**src/rtl/reg_write_arbiter.sv**
```systemverilog
// Round-robin arbiter sharing the load/data write port of the datapath registers.
// One request is granted per cycle; the load enable and data are registered one cycle later.
module reg_write_arbiter #(
    parameter int NUM_REQ = 3,
    parameter int NUM_REG = 3,
    parameter int DATA_W  = 8,
    parameter int ADDR_W  = 2
) (
    input  logic                        clk_i,
    input  logic                        rst_i,
    input  logic                        stall_i,
    input  logic [NUM_REQ-1:0]          req_valid_i,
    input  logic [NUM_REQ*ADDR_W-1:0]   req_addr_i,
    input  logic [NUM_REQ*DATA_W-1:0]   req_data_i,
    output logic [NUM_REQ-1:0]          req_ready_o,
    output logic [NUM_REG-1:0]          load_o,
    output logic [DATA_W-1:0]           data_o,
    output logic                        err_o,
    output logic [$clog2(NUM_REQ)-1:0]  rr_ptr_o
);

    localparam int PTR_W = $clog2(NUM_REQ);

    logic [PTR_W-1:0]   rr_ptr_reg;
    logic [NUM_REG-1:0] load_reg;
    logic [DATA_W-1:0]  data_reg;
    logic               err_reg;

    logic [ADDR_W-1:0]  addr_arr [NUM_REQ];
    logic [DATA_W-1:0]  data_arr [NUM_REQ];

    logic [NUM_REQ-1:0] grant;
    logic [PTR_W-1:0]   grant_idx;
    logic               found;
    logic [PTR_W:0]     search_sum;
    logic [PTR_W-1:0]   cand;
    logic [PTR_W:0]     ptr_sum;
    logic [PTR_W-1:0]   rr_ptr_next;
    logic               transfer;
    logic [ADDR_W-1:0]  sel_addr;
    logic [DATA_W-1:0]  sel_data;
    logic               addr_oor;
    logic [NUM_REG-1:0] load_next;

    genvar gi;
    generate
        for (gi = 0; gi < NUM_REQ; gi++) begin : g_unpack
            assign addr_arr[gi] = req_addr_i[gi*ADDR_W +: ADDR_W];
            assign data_arr[gi] = req_data_i[gi*DATA_W +: DATA_W];
        end
    endgenerate

    // Rotating priority search: first valid requester at or after rr_ptr, wrapping.
    always_comb begin
        grant      = '0;
        grant_idx  = '0;
        found      = 1'b0;
        search_sum = '0;
        cand       = '0;
        for (int i = 0; i < NUM_REQ; i++) begin
            search_sum = {1'b0, rr_ptr_reg} + (PTR_W+1)'(i);
            if (search_sum >= (PTR_W+1)'(NUM_REQ))
                search_sum = search_sum - (PTR_W+1)'(NUM_REQ);
            cand = search_sum[PTR_W-1:0];
            if (!found && req_valid_i[cand]) begin
                found     = 1'b1;
                grant_idx = cand;
            end
        end
        if (found && !stall_i && !rst_i)
            grant[grant_idx] = 1'b1;
    end

    assign transfer = |grant;
    assign sel_addr = addr_arr[grant_idx];
    assign sel_data = data_arr[grant_idx];
    assign addr_oor = sel_addr >= ADDR_W'(NUM_REG);

    always_comb begin
        ptr_sum = {1'b0, grant_idx} + (PTR_W+1)'(1);
        if (ptr_sum >= (PTR_W+1)'(NUM_REQ))
            ptr_sum = '0;
        rr_ptr_next = ptr_sum[PTR_W-1:0];
    end

    // Out-of-range indices match no decoder bit, so the write is dropped.
    generate
        for (gi = 0; gi < NUM_REG; gi++) begin : g_load_dec
            assign load_next[gi] = transfer && (sel_addr == ADDR_W'(gi));
        end
    endgenerate

    always_ff @(posedge clk_i) begin
        if (rst_i) begin
            load_reg   <= '0;
            data_reg   <= '0;
            err_reg    <= 1'b0;
            rr_ptr_reg <= '0;
        end else begin
            load_reg <= load_next;
            err_reg  <= transfer && addr_oor;
            if (transfer) begin
                data_reg   <= sel_data;
                rr_ptr_reg <= rr_ptr_next;
            end
        end
    end

    assign req_ready_o = grant;
    assign load_o      = load_reg;
    assign data_o      = data_reg;
    assign err_o       = err_reg;
    assign rr_ptr_o    = rr_ptr_reg;

endmodule

```
**config.mk**
```make
export PLATFORM = sky130hd
export DESIGN_NAME = reg_write_arbiter
export DESIGN_NICKNAME = d
export VERILOG_FILES = /design/src/rtl/reg_write_arbiter.sv
export SDC_FILE = /design/constraint.sdc
export NUM_CORES = 1
export LEC_CHECK = 0
export CAP_MARGIN = 20
export CORE_MARGIN = 2
export CORE_UTILIZATION = 25
export CTS_BUF_LIST = sky130_fd_sc_hd__clkbuf_4
export DETAILED_ROUTE_END_ITERATION = 8
export PLACE_DENSITY = 0.55
export SKIP_CTS_REPAIR_TIMING = 1
export SLEW_MARGIN = 15
export SYNTH_ARGS = -nofsm -noshare
export SYNTH_HDL_FRONTEND = slang
export SYNTH_SLANG_ARGS = --single-unit
```
**constraint.sdc**
```tcl
create_clock -name clk_i -period 2 [get_ports clk_i]
set_input_delay 0.3 -clock clk_i [delete_from_list [all_inputs] [get_ports clk_i]]
set_output_delay 0.3 -clock clk_i [all_outputs]
set_load 0.005 [all_outputs]
```
Yosys cells after proc, flatten, opt, wreduce, memory -nomap -nowiden
Cells that the tools add are included.
{"block": "word_totals", "regBits": 14, "ramBits": 0, "out_inout_bits": 17, "in_bits": 36, "mem_count": 0, "latch_bits": 0, "elab_cells": 64, "romBits": 0}
{"block": "classes", "muxes": 25, "n_shift": 0, "eq_ne": 2, "bitwise": 1, "n_mul": 0, "addsub": 6, "order_cmp": 11, "div_mod_pow": 0, "n_reduce_logical": 15}
{"cell": "2-bit 2-to-1 mux", "count": 9}
{"cell": "8-bit binary-select mux with 2-bit select", "count": 1}
{"cell": "8-bit 2-to-1 mux", "count": 2}
{"cell": "2-bit by 3-bit < comparator with 1-bit output, second input constant", "count": 4}
{"cell": "3-bit by 2-bit >= comparator with 1-bit output, second input constant", "count": 3}
{"cell": "1-bit logical AND", "count": 9}
{"cell": "1-bit 2-to-1 mux", "count": 7}
{"cell": "2-bit by 1-bit adder with 3-bit output, second input constant", "count": 2}
{"cell": "1-bit binary-select mux with 2-bit select", "count": 3}
{"cell": "2-bit subtractor, second input constant", "count": 3}
{"cell": "2-bit binary-select mux with 2-bit select", "count": 1}
{"cell": "2-bit >= comparator, second input constant", "count": 2}
{"cell": "1-bit logical NOT", "count": 4}
{"cell": "2-bit by 2-bit adder with 3-bit output, second input constant", "count": 1}
{"cell": "3-bit >= comparator, second input constant", "count": 1}
{"cell": "3-bit 2-to-1 mux", "count": 1}
{"cell": "2-bit inverter with 3-bit output", "count": 1}
{"cell": "3-bit OR reduction", "count": 1}
{"cell": "1-bit demux with 2-bit select", "count": 1}
{"cell": "2-bit by 1-bit equality test with 1-bit output, second input constant", "count": 1}
{"cell": "2-bit equality test, second input constant", "count": 1}
{"cell": "2-bit by 1-bit >= comparator with 1-bit output, second input constant", "count": 1}
{"cell": "2-bit logical NOT", "count": 1}

Depth between registers and ports, before layout
Gate-level depths: netlist (run 1).
{"block": "depth", "word_depth": 18, "depth_mapped": 11, "mapped_depth_nobuf": 8}

Worst setup path after synthesis (run 1)
OpenSTA, ideal clock, no wires.
{"block": "synth_path", "kind": "register to output", "startpoint": "register rr_ptr_reg[0] (netlist: rr_ptr_o[0])", "endpoint": "output port req_ready_o[1]", "path_buffers": 1, "t_arrival_ps": 1983, "slack_ps": -283, "stages_incl_launch_ff": 10, "required_ps": 1700, "path_cell_list": "dfxtp_1 > inv_1 > ha_1 > nand3b_1 > o211ai_2 > o21ai_0 > clkbuf_1 > nor2_1 > o211ai_1 > inv_1"}
{"block": "synth_via", "elab_chain_cells": 16, "word_cells_on_any_way": 35, "cone_classes": "5 x add/sub; 5 x order compare; 18 x mux; 7 x reduce/logical"}
{"element": "start, declared", "line": "24", "rtl": "logic [PTR_W-1:0] rr_ptr_reg;"}
{"element": "start signal, assigned", "line": "104", "rtl": "rr_ptr_reg <= rr_ptr_next;"}
{"element": "parallel branches: the longest is 15 deep, another holds 2-bit by 1-bit adder with 3-bit output"}
{"element": "3-bit 2-to-1 mux (*)", "line": "70", "rtl": "if (found && !stall_i && !rst_i)"}
{"element": "end, declared", "line": "15", "rtl": "output logic [NUM_REQ-1:0] req_ready_o,"}
Every way passes the cells marked *. The select of a mux whose other input is x is not followed.

Final worst setup path (run 1)
{"block": "layout_path", "startpoint": "register rr_ptr_reg[1] (netlist: rr_ptr_o[1])", "endpoint": "output port req_ready_o[0]"}
The elaborated chain is that of the path after synthesis.

==> run metrics, run 1 <==
Worst Setup Slack, final -0.352 ns; cell internal pwr 709 uW; post-detail-place hpwl 2.66 mm; via count of the routed design 1195; Post-synth EDFFs 0; start point of the worst min-delay path data_o[4]; post-synth net total 165; critical path endpoint category primary output; via density per instance 4.82; root cell of the clock tree clkbuf_4; overall power after layout 1.05 mW; flop2flop setup slack -0.23 ns; Initial DRC Count 38; logic gate share of total power 52.7%; H-tree depth 1; layout cells sized above 1 23.7%; CP Class reg -> out; post-synthesis sequential area ratio 27.0%; required time of the critical path 1.70 ns; Seq pwr share 31.6%; final critical delay including setup and external delays 2.35 ns; clock tree from TritonCTS built; top-level port count 53; number of CTS-inserted buffers 3; row count 23; list of cells traversed by the critical path inv_4, ha_4, mux2i_4, buf_6, o211ai_4, or3_4, o21ai_1, and2_1, buf_2; net switching fraction of the power 32.5%; TritonCTS Sinks 14; placer congestion estimate 0.883; top fanout value on the critical path 5; endpoints failing hold 0; Die Area 4690 um2; Worst Hold Depth 2; Critical R2R Capture load_o[2]; failing checks negative setup slack; synthesis warning total 0; MaxCap Viol Count 0; end point of the worst hold path data_o[4]; Max Fclk 0.425 GHz; number of max-slew violations in the final report 0; Core ar. 4000 um2; delay of the slowest cell on the worst path 0.38 ns; Avg WL per Cell 13.5 um; power density over cell area 549 nW/um2; DRC violation count after routing 0; # port buffers 52; Mean Syn Cell Area 8.31 um2; first-pass GRT wire length 4.95 mm; type of the most critical hold path reg -> reg; effective utilization at floorplan 26.0%; worst setup path startpoint rr_ptr_o[1]; worst-margin pin slew 0.269 ns; setup repair after global routing missed its margin yes; post-synthesis cell count 125; Final Setup Violations 16; cell count after placement 239; n_diodes 0; Max stage delay cell, worst path dfxtp_4; width of the die 68.5 um; final cell utilization of the core 47.8%; summed negative setup slack over all endpoints -3.32 ns; final antenna-violating net count 0; clock-pin slew on the worst setup and hold paths 0.08 ns; R2R cell count 10; number of antenna violations at the first check in global routing 0; Fin Clk Skew 0.00129 ns; power dissipated by switching net loads 341 uW; result of the run complete, but fails checks; family with the most delay on the worst path simple AND/OR/NAND/NOR gates; Clock Power Share 15.7%; pin count of the biggest net entering global routing 19; Die Ht 68.5 um; netlist area before placement 1040 um2; Critical Path Source Type flip-flop; post-synth cell types 37; final cell count without fillers 248; Area Growth Syn to Fin 84.0%; ys flop type dfxtp_1; buffer depth of the longest clock path 2; combined global-route utilization of all metal layers 14.2%; Total Wirelength 3.35 mm; peak supply drop 0.263 mV; post-synthesis async set-or-reset flop share 0%; worst r2r src rr_ptr_o[1]; Tcrit/Tclk final 118%; via count of the first global-routing pass 1091; Pre-antenna DRT Iters 4; total congestion overflow after global routing 0; Synth Register Bits 14; worst skew pair latency 0.28 ns; remaining max-slew budget at the tightest pin 82.1%; data arrival time of the worst path 2.05 ns; post-placement setup slack -0.591 ns; WP buf/inv 3; standby leakage power 0.738 nW; layout net count 239
## metal layers
metal	vias to the layer above	part of all wire, %	GRT usage [%]
met5	-	0	0
met2	25	51	24.0
met1	551	44	17.4
met3	2	4.6	4.28
met4	0	0.81	3.25
li1	617	-	-
## through the flow
stage / instance area, um2 / hold slack [ns]
final: 1910 / 0.535
after global routing: 1910 / 0.571
after CTS: 1820 / 0.542
after detailed placement: 1790 / 0.527
after global placement: 1790 / 0.515
after floorplan: 1100 / 0.469
## Yosys cell counts (2+ instances only)
cell type | count | area share, %
dfxtp_1 | 14 | 27
mux2i_1 | 10 | 9.6
nand2b_1 | 9 | 5.4
o221ai_1 | 9 | 7.6
nand2_1 | 8 | 2.9
nand4b_1 | 8 | 6.7
a21oi_1 | 6 | 2.9
nor2_1 | 6 | 2.2
o21ai_0 | 6 | 2.9
inv_1 | 5 | 1.8
buf_2 | 4 | 1.9
ha_1 | 4 | 4.8
clkbuf_1 | 3 | 1.1
nand3b_1 | 3 | 2.2
nor3b_1 | 3 | 2.2
or3_1 | 3 | 1.8
a31oi_1 | 2 | 1.2
nor2b_1 | 2 | 1.2
o21a_1 | 2 | 1.4
## cells in the final DEF (no fill, tap or decap), types with 2 or more instances in the layout
cell type        Yosys  final
clkdlybuf4s50_1      0     49
buf_4                1     23
dfxtp_1             14     12
mux2i_1             10      9
nand2b_1             9      9
o221ai_1             9      9
nand4b_1             8      8
nand2_1              8      7
a21oi_1              6      6
nor2_1               6      6
inv_1                5      3
nand3b_1             3      3
o21ai_1              0      3
nor3b_1              3      3
o21ai_0              6      3
clkbuf_4             0      3
inv_4                0      2
nor2b_1              2      2
o21a_1               2      2
or3_1                3      2
a31oi_1              2      2
ha_4                 0      2
ha_1                 4      2
dfxtp_4              0      2
## area by class of cell
class | count | area (um2)
Clock inverter | 1 | 3.75
Clock buffer | 3 | 22.5
Multi-Input combinational cell | 97 | 778
Tap cell | 50 | 62.6
Inverter | 5 | 23.8
Sequential cell | 14 | 288
Timing Repair Buffer | 78 | 732
Fill cell | 396 | 2090
## how the worst max path moves through the flow
stage                                 to  slack (ns)  depth (start not counted)
after floorplan                load_o[2]       -0.06                         10
after global placement    req_ready_o[0]       -0.55                          8
after detailed placement  req_ready_o[0]       -0.59                          8
after CTS                 req_ready_o[0]       -0.72                          9
after global routing      req_ready_o[0]       -0.44                          9
final                     req_ready_o[0]       -0.35                          9
## power groups by stage
stage          clock network, mW  registers (mW)  logic (mW)
6_report                   0.164           0.332       0.553
5_1_grt                    0.185           0.337       0.601
4_1_cts                    0.174           0.332       0.509
3_5_place_dp                   0           0.339       0.507
3_3_place_gp                   0           0.337       0.502
2_1_floorplan                  0           0.342       0.249
## state kept, by name, summed over array words and instances, names as in the netlist
| register | flops |
|---|---|
| err_o | 1 |
| data_o | 8 |
| rr_ptr_o | 2 |
| load_o | 3 |
## worst reg2reg max path, stage by stage (launching register included)
cell and delay, ns:
dfxtp_4 0.38, inv_4 0.06, ha_4 0.16, mux2i_4 0.25
buf_4 0.14, o21ai_1 0.07, buf_4 0.14, and2b_1 0.15
or2_4 0.27, or4_1 0.40, a21oi_1 0.14
## kinds of logic (layout without fill, tap and decap cells)
family          Yosys count  after routing  share of synthesized area, %
fa+ha+maj                 4              4                          4.82
buf+inv                  14             87                          5.90
compound gates           34             34                          23.9
mux                      10             10                          9.64
simple gates             49             49                          28.8
flops                    14             14                          27.0
(Power assumes the default switching activity.)
==> run 2: changes to the inputs <==
Settings changed: CTS_BUF_LIST sky130_fd_sc_hd__clkbuf_4 to sky130_fd_sc_hd__clkbuf_8.
==> run 2 against run 1 <==
Net effect: the flow still finishes with violations (negative setup slack); clock power up 70%; flip-flop and latch count unchanged; routed wire length up 2.7%; power up 13%; critical path depth unchanged; highest routed layer unchanged.
==> run metrics, run 2 (synthesized netlist as in run 1, its figures left out) <==
pin count of the biggest net entering global routing 19; setup repair after global routing missed its margin yes; most frequent cells in the layout clkdlybuf4s50_1 (49), buf_4 (21), dfxtp_1 (12); worst-margin pin slew 0.276 ns; number of antenna violations at the first check in global routing 0; result of the run complete, but fails checks; Pre-antenna DRT Iters 4; Core ar. 4000 um2; via density per instance 4.86; standby leakage power 0.760 nW; via count of the first global-routing pass 1082; H-tree depth 1; number of flip-flops in the largest register 8; first-pass GRT wire length 4.95 mm; Avg WL per Cell 13.8 um; failing checks negative setup slack; layout net count 240; Max stage delay cell, worst path or3_4; layout cells sized above 1 25.6%; data arrival time of the worst path 2.00 ns; Critical Path Source Type flip-flop; remaining max-slew budget at the tightest pin 81.5%; clock tree from TritonCTS built; combined global-route utilization of all metal layers 14.4%; # port buffers 52; family with the most delay on the worst path simple AND/OR/NAND/NOR gates; WP buf/inv 2; endpoints failing hold 0; MaxCap Viol Count 0; CP Class reg -> out; via count of the routed design 1211; final cell count without fillers 249; cell count after placement 239; required time of the critical path 1.70 ns; Final Setup Violations 16; most common cell after layout, fill and taps aside clkdlybuf4s50_1; worst skew pair latency 0.25 ns; Initial DRC Count 36; Fin Clk Skew 0.00170 ns; top fanout value on the critical path 6; row count 23; post-detail-place hpwl 2.66 mm; list of cells traversed by the critical path inv_4, ha_4, nand3b_1, o21ai_2, nand2_1, or3_4, o21ai_1, and2_1, buf_2; buffer depth of the longest clock path 2; clock-pin slew on the worst setup and hold paths 0.06 ns; total congestion overflow after global routing 0; Worst Setup Slack, final -0.297 ns; n_diodes 0; type of the most critical hold path reg -> reg; number of CTS-inserted buffers 3; Area Growth Syn to Fin 89.9%; placer congestion estimate 0.883; root cell of the clock tree clkbuf_8; final antenna-violating net count 0; delay of the slowest cell on the worst path 0.39 ns; power density over cell area 601 nW/um2; Tcrit/Tclk final 115%; width of the die 68.5 um; Die Area 4690 um2; critical path endpoint category primary output; Total Wirelength 3.44 mm; peak supply drop 0.329 mV; Max Fclk 0.435 GHz; TritonCTS Sinks 14; smallest hold slack 0.533 ns; number of max-slew violations in the final report 0; Die Ht 68.5 um; DRC violation count after routing 0; effective utilization at floorplan 26.0%; final critical delay including setup and external delays 2.30 ns; top-level port count 53
-- run 2: cell count changes in the layout (fill, tap and decap cells not counted), sizes merged --
| cell | previous run | this run |
|---|---|---|
| buf | 27 | 28 |
| clkbuf | 4 | 5 |
| clkinv | 1 | 0 |
-- run 2: final cells by class --
type	instances	area (um2)
sequential	14	288
multi-input combinational	97	792
clock buffer	4	55.1
inverter	5	23.8
timing repair buffer	79	751
tap	50	62.6
fill	391	2030
-- run 2: layer usage --
layer	vias up	share of wire (%)	GRT usage (%)	routed length, um
li1	617	-	-	-
met1	557	43	17.4	1460
met2	32	50	23.7	1740
met3	5	5.8	4.77	199
met4	0	1.2	4.75	40
met5	-	0	0	0
-- run 2: worst register-to-register path: stages, from the launching register on --
cell     delay, ns
dfxtp_4       0.37
inv_4         0.06
ha_4          0.17
mux2i_4       0.28
buf_6         0.14
o21ai_4       0.06
buf_6         0.11
and2b_1       0.15
or2_4         0.26
or4_1         0.40
a21oi_1       0.14
-- run 2: final timing paths --
check	start	endpoint	slack, ns	cells past startpoint
setup / recovery	rr_ptr_o[0]	req_ready_o[0]	-0.30	9
hold / removal	data_o[4]	data_o[4]	0.53	2
hold reg to reg	data_o[4]	data_o[4]	0.53	2
setup reg to reg	rr_ptr_o[1]	load_o[2]	-0.21	10
-- run 2: per-stage QoR --
step / util (%) / power, mW / setup WS, ns / cell area (um2) / TNS [ns]
2_1_floorplan: - / 0.591 / -0.0593 / 1100 / -0.139
3_3_place_gp: 44.8 / 0.839 / -0.548 / 1790 / -6.85
3_5_place_dp: 44.8 / 0.845 / -0.591 / 1790 / -7.32
4_1_cts: 46.1 / 1.13 / -0.680 / 1850 / -6.02
5_1_grt: 49.3 / 1.26 / -0.410 / 1970 / -4.65
6_report: 49.3 / 1.18 / -0.297 / 1970 / -2.87
-- run 2: power by group --
part / leakage, nW / internal (mW) / switching, mW
Clock: 0.0288 / 0.174 / 0.103
Sequential: 0.116 / 0.313 / 0.0194
Combinational: 0.615 / 0.338 / 0.237
==> run 3: changes to the inputs <==
Settings changed: CTS_CLUSTER_DIAMETER set to 40.
==> results of run 3 <==
Same layout as run 2: the final DEF is identical, and so are final timing and power.
